### src/rtl/mem_access_unit.sv
// Core-side initiator for the word-wide data RAM bus: byte/half/word loads and stores,
// sub-word stores via read-modify-write. Optional trap on bad addresses: MEM_RANGE_TRAP_EN.
module mem_access_unit #(
  parameter int unsigned MEM_WORDS = 64
) (
  input  logic        clk,
  input  logic        reset,
  input  logic        req,
  input  logic        req_we,
  input  logic [1:0]  req_size,
  input  logic        req_signed,
  input  logic [31:0] req_addr,
  input  logic [31:0] req_wdata,
  output logic        busy,
  output logic        done,
  output logic [31:0] rdata,
  output logic        fault,
  output logic [31:0] mem_addr,
  input  logic [31:0] mem_rdata,
  output logic [31:0] mem_wdata,
  output logic        mem_we
);

  typedef enum logic [1:0] {StIdle, StAccess, StWrite, StDone} state_e;

  state_e      state_q, state_d;
  logic        we_q, we_d;
  logic [1:0]  size_q, size_d;
  logic        signed_q, signed_d;
  logic [31:0] addr_q, addr_d;
  logic [31:0] wdata_q, wdata_d;
  logic [31:0] merge_q, merge_d;
  logic [31:0] rdata_q, rdata_d;
  logic        fault_q, fault_d;
  logic        req_fault;
  logic        mem_we_c;

`ifdef MEM_RANGE_TRAP_EN
  always_comb begin
    req_fault = ({2'b00, req_addr[31:2]} >= 32'(MEM_WORDS));
    if (req_size == 2'b01 && req_addr[0]) req_fault = 1'b1;
    if (req_size[1] && req_addr[1:0] != 2'b00) req_fault = 1'b1;
  end
`else
  assign req_fault = 1'b0;
`endif

  // Lane extraction and merge for the latched access.
  logic [4:0]  shamt;
  logic [31:0] shifted;
  logic [7:0]  lane_b;
  logic [15:0] lane_h;
  logic [31:0] load_val;
  logic [31:0] lane_mask;
  logic [31:0] lane_data;
  logic [31:0] merged;

  always_comb begin
    shamt     = (size_q == 2'b00) ? {addr_q[1:0], 3'b000} : {addr_q[1], 4'b0000};
    shifted   = mem_rdata >> shamt;
    lane_b    = shifted[7:0];
    lane_h    = shifted[15:0];
    unique case (size_q)
      2'b00:   load_val = signed_q ? {{24{lane_b[7]}}, lane_b} : {24'h0, lane_b};
      2'b01:   load_val = signed_q ? {{16{lane_h[15]}}, lane_h} : {16'h0, lane_h};
      default: load_val = mem_rdata;
    endcase
    if (size_q == 2'b00) begin
      lane_mask = 32'h0000_00ff << shamt;
      lane_data = {24'h0, wdata_q[7:0]} << shamt;
    end else begin
      lane_mask = 32'h0000_ffff << shamt;
      lane_data = {16'h0, wdata_q[15:0]} << shamt;
    end
    merged = (mem_rdata & ~lane_mask) | (lane_data & lane_mask);
  end

  always_comb begin
    state_d   = state_q;
    we_d      = we_q;
    size_d    = size_q;
    signed_d  = signed_q;
    addr_d    = addr_q;
    wdata_d   = wdata_q;
    merge_d   = merge_q;
    rdata_d   = rdata_q;
    fault_d   = fault_q;
    mem_we_c  = 1'b0;
    mem_wdata = 32'h0;
    unique case (state_q)
      StIdle: begin
        if (req) begin
          we_d     = req_we;
          size_d   = req_size;
          signed_d = req_signed;
          addr_d   = req_addr;
          wdata_d  = req_wdata;
          fault_d  = req_fault;
          if (req_fault) begin
            rdata_d = 32'h0;
            state_d = StDone;
          end else begin
            state_d = StAccess;
          end
        end
      end
      StAccess: begin
        if (!we_q) begin
          rdata_d = load_val;
          state_d = StDone;
        end else if (size_q[1]) begin
          mem_we_c  = 1'b1;
          mem_wdata = wdata_q;
          state_d   = StDone;
        end else begin
          merge_d = merged;
          state_d = StWrite;
        end
      end
      StWrite: begin
        mem_we_c  = 1'b1;
        mem_wdata = merge_q;
        state_d   = StDone;
      end
      StDone: state_d = StIdle;
      default: state_d = StIdle;
    endcase
  end

  always_ff @(posedge clk) begin
    if (reset) begin
      state_q  <= StIdle;
      we_q     <= 1'b0;
      size_q   <= 2'b00;
      signed_q <= 1'b0;
      addr_q   <= 32'h0;
      wdata_q  <= 32'h0;
      merge_q  <= 32'h0;
      rdata_q  <= 32'h0;
      fault_q  <= 1'b0;
    end else begin
      state_q  <= state_d;
      we_q     <= we_d;
      size_q   <= size_d;
      signed_q <= signed_d;
      addr_q   <= addr_d;
      wdata_q  <= wdata_d;
      merge_q  <= merge_d;
      rdata_q  <= rdata_d;
      fault_q  <= fault_d;
    end
  end

  // Write strobe is masked combinationally so a reset cycle never writes the RAM.
  assign mem_we   = mem_we_c & ~reset;
  assign mem_addr = {addr_q[31:2], 2'b00};
  assign busy     = (state_q != StIdle);
  assign done     = (state_q == StDone);
  assign rdata    = rdata_q;
`ifdef MEM_RANGE_TRAP_EN
  assign fault    = fault_q;
`else
  assign fault    = 1'b0;
`endif

endmodule

### config.mk
export PLATFORM = sky130hd
export DESIGN_NAME = mem_access_unit
export DESIGN_NICKNAME = d
export VERILOG_FILES = /design/src/rtl/mem_access_unit.sv
export SDC_FILE = /design/constraint.sdc
export NUM_CORES = 1
export LEC_CHECK = 0
export CAP_MARGIN = 20
export CORE_UTILIZATION = 47
export CTS_CLUSTER_SIZE = 8
export DETAILED_ROUTE_END_ITERATION = 8
export GPL_ROUTABILITY_DRIVEN = 1
export HOLD_SLACK_MARGIN = 0.1
export PLACE_DENSITY = 0.86
export REMOVE_ABC_BUFFERS = 1
export SLEW_MARGIN = 20
export SYNTH_ARGS = -nofsm -noshare
export SYNTH_HDL_FRONTEND = slang
export SYNTH_SLANG_ARGS = --single-unit
### constraint.sdc
create_clock -name clk -period 2.2 [get_ports clk]
set_input_delay 0.22 -clock clk [delete_from_list [all_inputs] [get_ports clk]]
set_output_delay 0.22 -clock clk [all_outputs]
set_load 0.1 [all_outputs]
**Word level (Yosys, flattened, before mapping)**

Cells that the tools add are included.

- Bits in registers: 134
- Input bits: 103
- Word-level logic and storage cells: 48

- Eq/ne operators: 5
- Shifts and indexed selects: 5
- Multiplexer cells: 16
- Bitwise operators: 8
- Reduce and logical (&&, ||, !) cells: 6

Operator list:

| operator | count |
|---|---|
| $mux 32 | 6 |
| $pmux 32 s2 | 2 |
| $and 32x32->32 | 2 |
| $not 32->32 | 1 |
| $or 32x32->32 | 1 |
| $shl 16x5->32 | 1 |
| $shl 16x5->32 const A | 1 |
| $shl 8x5->32 | 1 |
| $shl 8x5->32 const A | 1 |
| $shr 32x5->16 | 1 |
| $pmux 2 s4 | 1 |
| $eq 2x1->1 const B | 2 |
| $eq 2x2->1 const B | 2 |
| $logic_not 2->1 | 2 |
| $mux 1 | 4 |
| $mux 4 | 1 |
| $reduce_and 2->1 | 2 |
| $not 1->1 | 3 |
| $reduce_and 3->1 | 1 |
| $mux 2 | 1 |
| $ne 2x2->1 const B | 1 |
| $pmux 1 s2 | 1 |
| $reduce_bool 2->1 | 1 |
| $and 1x1->1 | 1 |

**Logic depth before layout (Yosys ltp)**

Gate-level depths: netlist of the first run.

- Depth in word-level cells: 7
- Mapped depth: 8
- Depth with buffers taken out: 6

**Worst setup path before layout of the first run**

OpenSTA, ideal clock, no wires.

- Path type: flip-flop to output port
- From: reg state_q[1]
- To: out mem_we
- Data arrival time: 3367 ps
- Setup slack: -1387 ps
- Cell stages (with the launch flop): 8
- Path buffers: 1
- Cells stage by stage: dfxtp_1 -> inv_1 -> ha_1 -> nand2_1 -> nor2_1 -> buf_2 -> nor2_1 -> nor3b_1

- Longest elaborated chain between the ends: 3
- Elaborated cells between the ends (all ways): 4
- Those cells by class: 2 x eq/ne; 1 x mux; 1 x bitwise

Ends and longest elaborated chain:

| element | RTL line | RTL |
|---|---|---|
| from (decl) | 26 | `state_e state_q, state_d;` |
| from (signal assigned) | 132 | `state_q <= StIdle;` |
| from (signal assigned) | 142 | `state_q <= state_d;` |
| $eq 2x2->1 or $eq 2x1->1 (tied branches) | 90 | `unique case (state_q)` |
| $pmux 1 s2 * | 90 |  |
| $and 1x1->1 * | 155 | `assign mem_we = mem_we_c & ~reset;` |
| to (decl) | 21 | `output logic mem_we` |

Mark *: on every way between the ends. The rest lies on a longest branch, timed or not.

**Worst setup path in the final report of the first run**

Same ends and word-level chain as after synthesis.

==> reports/metrics.cfg, run 1 <==
[timing]
timing.final.crit_share_pct=101
max_freq_mhz=451
worst_slack_ps=-15.0
worst_pin_slew_ps=569
finClkSkew_ps=8.75
slew_headroom_pct=62.0
finalHoldViolCount=0
fin_crit_ps=2210
rsz0062_at_grt=yes
slew_viol_final=0
finalSetupViolations=1
fin_hold_ws_ps=266
setup_tns_ps=-15.0

[critical_path]
cp.arrival_ps=1990
crit_family=buffers and inverters
start_kind=register
crit_required_ps=1980
crit_buf_inv=4
crit_fanout=7
crit_slowest_cell=dfxtp_4
critPathCaptureType=output pin
path_cells=inv_4 > ha_4 > nand2_4 > nor2_4 > buf_6 > buf_12 > nor2_4 > nor3b_4 > buf_12
slowest_delay_ps=350
worstSetupPathType=reg2out

[drt]
routed-via-count=6517
dr.pass1.iters=7
wl_um=20800
drtAntennaViolNets=0
via_per_inst=5.65
wl_per_cell_um=18.0
drt_iter0_drc=613
drc=0

[synth]
synth_area_um2=6410
yosysWarnings=0
synth_seq_cells=134
async_reset_ff_share_pct=0
yosys.cell_count.top_type=nand2_1
yosysSeqAreaShare_pct=41.8
ys_top_cells_by_count=nand2_1 (188), dfxtp_1 (134), a21oi_1 (69), nor2_1 (49), a22oi_1 (40)
yosysTopAreaCellShare_pct=41.8
synthTopCellsByArea=dfxtp_1 (42%), nand2_1 (11%), a21oi_1 (5.4%)
synth_edf_count=0
synth_area_leader_cell=dfxtp_1
ys_types=34
synth_flop_cell=dfxtp_1
synth_cells=806
avgSynthCellArea_um2=7.96

[grt]
grt_max_degree=69
grt.total_usage_pct=29.4
grt-ovfl-total=0
antenna_found_initial=0
grt_pass1_wl_um=32800
grt_pass1_vias=6317

[clocking]
clk_latency_ps=420
cts_made_buffers=17
cts_tree=built
htree_levels=4
clk_path_buf_depth=2
cts.sinks=134
cts.clk_slew.worst_paths_ps=60
cts-root-buf=clkbuf_16

[power]
leakagePower_nw=3.56
irDropWorstVdd_v=0.000664
power_mw=12.5
swShare_pct=47.1
p_switching_mw=5.88
comb_power_share_pct=50.4
cell_internal_pwr_mw=6.60
pwr-share-clk_pct=22.9
pwr-share-seq_pct=26.7
power_density_nw_per_um2=1320

[min_path]
worstHoldPathType=in2reg

[floorplanning]
die_x_um=119
die_area_um2=14100
core_um2=13300
rows=42
die_height_um=119
start_util_pct=48.2
ioPinCount=203

[place]
pre_cts_slack_ps=197
placed_cell_area_um2=8510
dp_hpwl_um=13300
io_buffers=199
place.gp.congestion=0.929

[final_layout]
syn2layout_area_growth_pct=47.5
drive_above_1_share_pct=22.9
regArea_um2=2690
n_antenna_cell=0
fin_area_um2=9460
fillers=1012
fin_nets=1073
multiInputGateArea_um2=3360

[run_status]
status=complete, but fails checks
violations=setup timing

[flow_run]
cap_violations=0

[worst reg2reg max path, cell delays in order (launching register included)]
cell and delay [ps]:
dfxtp_1 410, inv_1 390, o21a_1 540, mux2i_1 310, o22ai_1 110
[power groups by stage]
stage	clock [mW]	combinational [mW]	sequential, mW
6_report	2.86	6.28	3.34
5_1_grt	2.98	6.60	3.39
4_1_cts	2.88	6.14	3.32
3_5_place_dp	0	5.95	3.35
3_3_place_gp	0	5.87	3.32
2_1_floorplan	0	2.00	5.61
[flip-flops by register name (all words and copies together), names as in the netlist]
name	cells
we_q	1
merge_q	32
state_q	2
signed_q	1
addr_q	32
size_q	2
wdata_q	32
rdata	32
[final timing paths]
| path | start | slack [ps] | cells past startpoint | end |
|---|---|---|---|---|
| max reg2reg | addr_q[1] | 290 | 4 | merge_q[14] |
| min | reset | 270 | 2 | wdata_q[3] |
| max | state_q[1] | -10 | 9 | mem_we |
| min reg2reg | addr_q[7] | 450 | 2 | addr_q[7] |
[layout by cell type (no fill, tap or decap), types with 3 or more instances in the layout]
master and instances:
a211oi_1 33, a21oi_1 69, a22oi_1 31, a22oi_2 9, a311oi_1 15, and2b_1 5, buf_12 35, buf_4 91
buf_6 5, clkbuf_16 19, clkbuf_8 5, clkdlybuf4s50_1 101, clkinv_2 4, conb_1 3, dfxtp_1 131, ha_1 3
inv_1 4, mux2i_1 30, nand2_1 186, nand2b_1 27, nor2_1 46, nor2b_1 5, nor2b_2 31, o21ai_0 26
o22ai_1 23, o31ai_1 7
[layout make-up]
class	count	area share, %
Inverter	6	0.265
Tap cell	176	2.33
Clock buffer	24	5.30
Multi-Input combinational cell	569	35.5
Sequential cell	134	28.4
Timing Repair Buffer	237	27.2
Clock inverter	8	1.01
[routing by layer]
layer  GRT usage, %  vias up  share of wire, %
li1               -     3050                 -
met1           36.9     3023                41
met2           47.8      364                46
met3           8.01       80               9.5
met4           11.2        0               3.6
met5              0        -                 0
[logic make-up (layout without fill, tap and decap cells)]
logic type               count (synthesis)  count (layout)  synth area share [%]
other                                    1               3                0.0585
AO/OA/AOI/OAI                          220             220                  22.1
flip-flops                             134             134                  41.8
multiplexers                            30              30                  4.68
AND/OR/NAND/NOR                        311             311                  21.4
adder cells (fa/ha/maj)                  5               5                 0.976
buffers and inverters                  105             275                  8.88
[repair_timing]
| action | 4_1_cts | 5_1_grt |
|---|---|---|
| cloned | 3 | 0 |
| hold buffers | 0 | 0 |
| endpoints found under the setup margin | 33 | 33 |
| gates resized for setup | 51 | 18 |
| pin swaps | 3 | 3 |
| buffers inserted | 6 | 4 |
[through the flow]
stage | instances | util [%]
final | 1154 | 71.1
after global routing | 1154 | 71.1
after CTS | 1151 | 70.6
after detailed placement | 1110 | 64.0
after global placement | 1110 | 64.0
after floorplan | 709 | -
(Power assumes the default switching activity.)
==> run 2, diff against run 1 <==
--- a/config.mk
+++ b/config.mk
@@ -6,12 +6,13 @@
 export NUM_CORES = 1
 export LEC_CHECK = 0
 export CAP_MARGIN = 20
+export CORE_MARGIN = 10
 export CORE_UTILIZATION = 47
 export CTS_CLUSTER_SIZE = 8
 export DETAILED_ROUTE_END_ITERATION = 8
 export GPL_ROUTABILITY_DRIVEN = 1
 export HOLD_SLACK_MARGIN = 0.1
-export PLACE_DENSITY = 0.86
+export PLACE_DENSITY = 0.83
 export REMOVE_ABC_BUFFERS = 1
 export SLEW_MARGIN = 20
 export SYNTH_ARGS = -nofsm -noshare
==> reports/metrics.cfg, run 2 (synthesized netlist as in run 1, its figures left out) <==
[run_status]
status=complete, no violations

[flow_run]
cap_violations=0

[timing]
timing.final.crit_share_pct=98.4
max_freq_mhz=462
setup_tns_ps=0
slew_viol_final=0
finClkSkew_ps=7.91
finalSetupViolations=0
worst_slack_ps=36.1
fin_crit_ps=2160
slew_headroom_pct=60.8
finalHoldViolCount=0
worst_pin_slew_ps=588

[critical_path]
cp.arrival_ps=1940
r2r-start=size_q[0]
crit_slowest_cell=dfxtp_2
crit_required_ps=1980
reg2reg_depth=7
start_kind=register
path_common_cell=buf_12
path_cells=inv_2 > ha_4 > nand2_4 > nor2_4 > buf_12 > buf_8 > a22oi_1 > nor2b_2 > buf_12
crit_fanout=7
crit_family=buffers and inverters
slowest_delay_ps=340
rrSetupSlack_ps=370
critPathCaptureType=output pin
crit_buf_inv=4
worstSetupPathType=reg2out
r2r-end=merge_q[1]

[drt]
via_per_inst=5.54
drtAntennaViolNets=0
wl_um=22000
wl_per_cell_um=19.2
drt_iter0_drc=500
drc=0
routed-via-count=6364
dr.pass1.iters=5

[grt]
grt_max_degree=69
grt_pass1_vias=6171
grt-ovfl-total=0
grt_pass1_wl_um=33700
antenna_found_initial=0
grt.total_usage_pct=22.7

[clocking]
htree_levels=4
clk_latency_ps=430
cts-root-buf=clkbuf_16
clk_path_buf_depth=2
cts_tree=built
cts.sinks=134
cts.clk_slew.worst_paths_ps=60
cts_made_buffers=17
hold_buffers=0

[final_layout]
fin_nets=1068
mostFrequentLayoutCell=nand2_1
utilization_pct=70.7
fillers=1049
n_antenna_cell=0
drive_above_1_share_pct=21.0
syn2layout_area_growth_pct=46.5
final_cell_mix=nand2_1 (186), dfxtp_1 (131), clkdlybuf4s50_1 (101)
fin_cells=1149

[power]
p_switching_mw=5.86
pwr-share-clk_pct=23.9
cell_internal_pwr_mw=6.66
swShare_pct=46.8
irDropWorstVdd_v=0.000918
pwr-share-seq_pct=26.4
power_mw=12.5
leakagePower_nw=3.55
comb_power_share_pct=49.7
power_density_nw_per_um2=1330

[place]
io_buffers=199
place.gp.congestion=0.888
dp_hpwl_um=14800
place_inst=1109
pre_cts_slack_ps=213

[floorplanning]
core_um2=13300
die_x_um=137
ioPinCount=203
rows=42
die_area_um2=18700
start_util_pct=48.2
die_height_um=137

[min_path]
hold-path-cell-count=2
worstHoldPathType=in2reg
hold_start=reset
worst_hold_path.endpoint=addr_q[2]

[run 2: cell count changes in the layout (fill, tap and decap cells not counted), sizes merged]
cell	delta
clkbuf	+2
clkinvlp	-1
clkinv	-1
buf	-6
bufinv	+1
[run 2: what timing repair did]
| item | 4_1_cts | 5_1_grt |
|---|---|---|
| pin swaps | 2 | 2 |
| hold endpoints to repair | 0 | 0 |
| gates resized for setup | 30 | 26 |
| endpoints found under the setup margin | 33 | 33 |
| gates cloned | 2 | 1 |
| buffers inserted | 5 | 1 |
[run 2: metrics by stage]
stage / hold slack [ps] / instance area [um^2]
3_3_place_gp: 437 / 8500
6_report: 186 / 9400
5_1_grt: 203 / 9400
3_5_place_dp: 442 / 8500
2_1_floorplan: 289 / 5870
4_1_cts: 173 / 9300
[run 2: how the worst max path moves through the flow]
stage	cells past startpoint	from	to
global placement	8	state_q[1]	mem_wdata[0]
global route	6	state_q[1]	mem_wdata[22]
floorplan	4	size_q[1]	mem_we
detailed placement	8	state_q[1]	mem_wdata[0]
finish	9	state_q[1]	mem_wdata[1]
CTS	9	state_q[1]	mem_wdata[19]
[run 2: worst reg2reg max path, stage by stage (launching register included)]
cell      delay (ps)
dfxtp_1          430
buf_4            280
nor3b_4           70
buf_4            210
nor2_1           200
buf_4            170
nand2_1           70
a311oi_1         310
[run 2: power by group through the flow]
stage	sequential (mW)	combinational, mW	clock (mW)
3_5_place_dp	3.33	5.99	0
5_1_grt	3.35	6.60	3.11
3_3_place_gp	3.31	5.94	0
4_1_cts	3.29	6.13	3.02
6_report	3.30	6.23	2.99
2_1_floorplan	5.61	2.00	0
[run 2: area by class of cell]
class / count / area, um^2 / area share, %
inverters: 6 / 22.5 / 0.240
well taps: 176 / 220 / 2.34
repair buffers: 232 / 2550 / 27.2
flip-flops and latches: 134 / 2690 / 28.6
clock buffers: 25 / 505 / 5.38
multi-input cells: 569 / 3290 / 35.0
clock inverters: 7 / 116 / 1.24
[run 2: metal layers]
metal / routed length, um / vias to the layer above / global-route usage, %
met2: 10200 / 326 / 35.9
met4: 651 / 2 / 9.66
met5: 23 / - / 0
li1: - / 3040 / -
met1: 8790 / 2943 / 26.7
met3: 2370 / 53 / 9.20
==> run 3, diff against run 2 <==
--- a/config.mk
+++ b/config.mk
@@ -13,8 +13,8 @@
 export GPL_ROUTABILITY_DRIVEN = 1
 export HOLD_SLACK_MARGIN = 0.1
 export PLACE_DENSITY = 0.83
-export REMOVE_ABC_BUFFERS = 1
 export SLEW_MARGIN = 20
 export SYNTH_ARGS = -nofsm -noshare
 export SYNTH_HDL_FRONTEND = slang
 export SYNTH_SLANG_ARGS = --single-unit
+export TNS_END_PERCENT = 50
==> reports/metrics.cfg, run 3 (synthesized netlist as in run 1, its figures left out) <==
[min_path]
worstHoldPathType=in2reg
hold-path-cell-count=2
hold_start=reset
worst_hold_path.endpoint=wdata_q[11]

[critical_path]
cp.arrival_ps=1950
rrSetupSlack_ps=440
worstSetupPathType=reg2out
crit_slowest_cell=dfxtp_4
crit_family=buffers and inverters
slowest_delay_ps=370
reg2reg_depth=4
path_common_cell=buf_12
path_cells=inv_4 > ha_4 > nand2_4 > nor2_4 > buf_12 > clkbuf_16 > a22oi_1 > nor2b_4 > buf_12
r2r-end=merge_q[16]
crit_required_ps=1980
critPathCaptureType=output pin
crit_buf_inv=4
crit_fanout=6
r2r-start=size_q[1]
start_kind=register

[drt]
routed-via-count=6347
dr.pass1.iters=5
top_layer=met4
drc=0
met3WireLength_um=2360
met2_length_um=10700
wl_per_cell_um=19.5
wl_um=22400
via_per_inst=5.53
m1WireLength_um=9000
drt_iter0_drc=731
drtAntennaViolNets=0

[final_layout]
fin_nets=1066
utilization_pct=71.6
n_antenna_cell=0
syn2layout_area_growth_pct=48.4
mostFrequentLayoutCell=nand2_1
final_cell_mix=nand2_1 (186), dfxtp_1 (131), clkdlybuf4s50_1 (101)
drive_above_1_share_pct=21.9

[clocking]
htree_levels=4
cts_tree=built
clk_path_buf_depth=2
cts.clk_slew.worst_paths_ps=60
clk_latency_ps=420
cts-root-buf=clkbuf_16
hold_buffers=0
cts_made_buffers=17
cts.sinks=134

[grt]
grt_max_degree=61
grt-ovfl-total=0
grt.total_usage_pct=23.3
antenna_found_initial=0
grt_pass1_wl_um=34400
grt_pass1_vias=6233

[timing]
timing.final.crit_share_pct=98.8
worst_pin_slew_ps=571
slew_viol_final=0
rsz0062_at_grt=yes
slew_headroom_pct=61.9
worst_slack_ps=25.9
finalSetupViolations=0
max_freq_mhz=460
fin_crit_ps=2170
finClkSkew_ps=4.91
finalHoldViolCount=0

[floorplanning]
die_x_um=137
ioPinCount=203
die_height_um=137
rows=42
core_um2=13300
start_util_pct=48.2
die_area_um2=18700

[flow_run]
cap_violations=0

[place]
io_buffers=199
place.gp.congestion=0.939
dp_hpwl_um=15900
pre_cts_slack_ps=277

[run_status]
status=complete, no violations

[power]
irDropWorstVdd_v=0.00102
power_density_nw_per_um2=1340
leakagePower_nw=3.60

[run 3: cell types whose count changed in the layout (fill, tap and decap cells not counted), sizes merged]
cell	previous run	this run
clkinv	3	8
clkbuf	28	24
buf	128	126
clkinvlp	1	0
[run 3: what timing repair did]
item / in CTS / in global routing
pin swaps: 1 / 2
setup buffers: 1 / 2
resized for setup: 15 / 11
hold endpoints to repair: 0 / 0
setup endpoints to repair: 33 / 33
cloned: 1 / 2
[run 3: through the flow]
step           total power, mW  hold WS (ps)  instance area, um^2  setup TNS [ps]  cells
6_report                  12.8           260                 9520               0   1147
5_1_grt                   13.4           253                 9520           -76.8   1147
4_1_cts                   12.6           228                 9400           -53.5   1143
3_5_place_dp              9.67           446                 8720               0   1109
3_3_place_gp              9.60           442                 8720               0   1109
2_1_floorplan             8.14           356                 6580           -1260    808
[run 3: final cells by class]
cell class                 count  area (um^2)
multi-input combinational    569         3410
fill                         991         3780
clock buffer                  21          460
sequential                   134         2690
timing repair buffer         230         2580
clock inverter                11          130
tap                          176          220
inverter                       6         25.0
[run 3: layer usage]
| metal | global-route usage [%] | vias up |
|---|---|---|
| met1 | 27.9 | 2999 |
| met5 | 0 | - |
| met4 | 6.97 | 0 |
| li1 | - | 3048 |
| met3 | 9.31 | 26 |
| met2 | 37.7 | 274 |
[run 3: report_power, final]
| part | switching, mW | total (mW) | leakage [nW] | internal (mW) |
|---|---|---|---|---|
| Sequential | 0.370 | 3.33 | 1.10 | 2.96 |
| Clock | 1.03 | 2.85 | 0.300 | 1.82 |
| Combinational | 4.54 | 6.62 | 2.20 | 2.08 |
| Total | 5.94 | 12.8 | 3.60 | 6.86 |
[run 3: how the worst max path moves through the flow]
stage / depth (start not counted) / to / start
floorplan: 6 / mem_wdata[17] / state_q[1]
global route: 9 / mem_wdata[2] / state_q[1]
detailed placement: 8 / mem_wdata[19] / state_q[1]
finish: 9 / mem_wdata[2] / state_q[1]
global placement: 8 / mem_wdata[19] / state_q[1]
CTS: 8 / mem_wdata[19] / state_q[1]
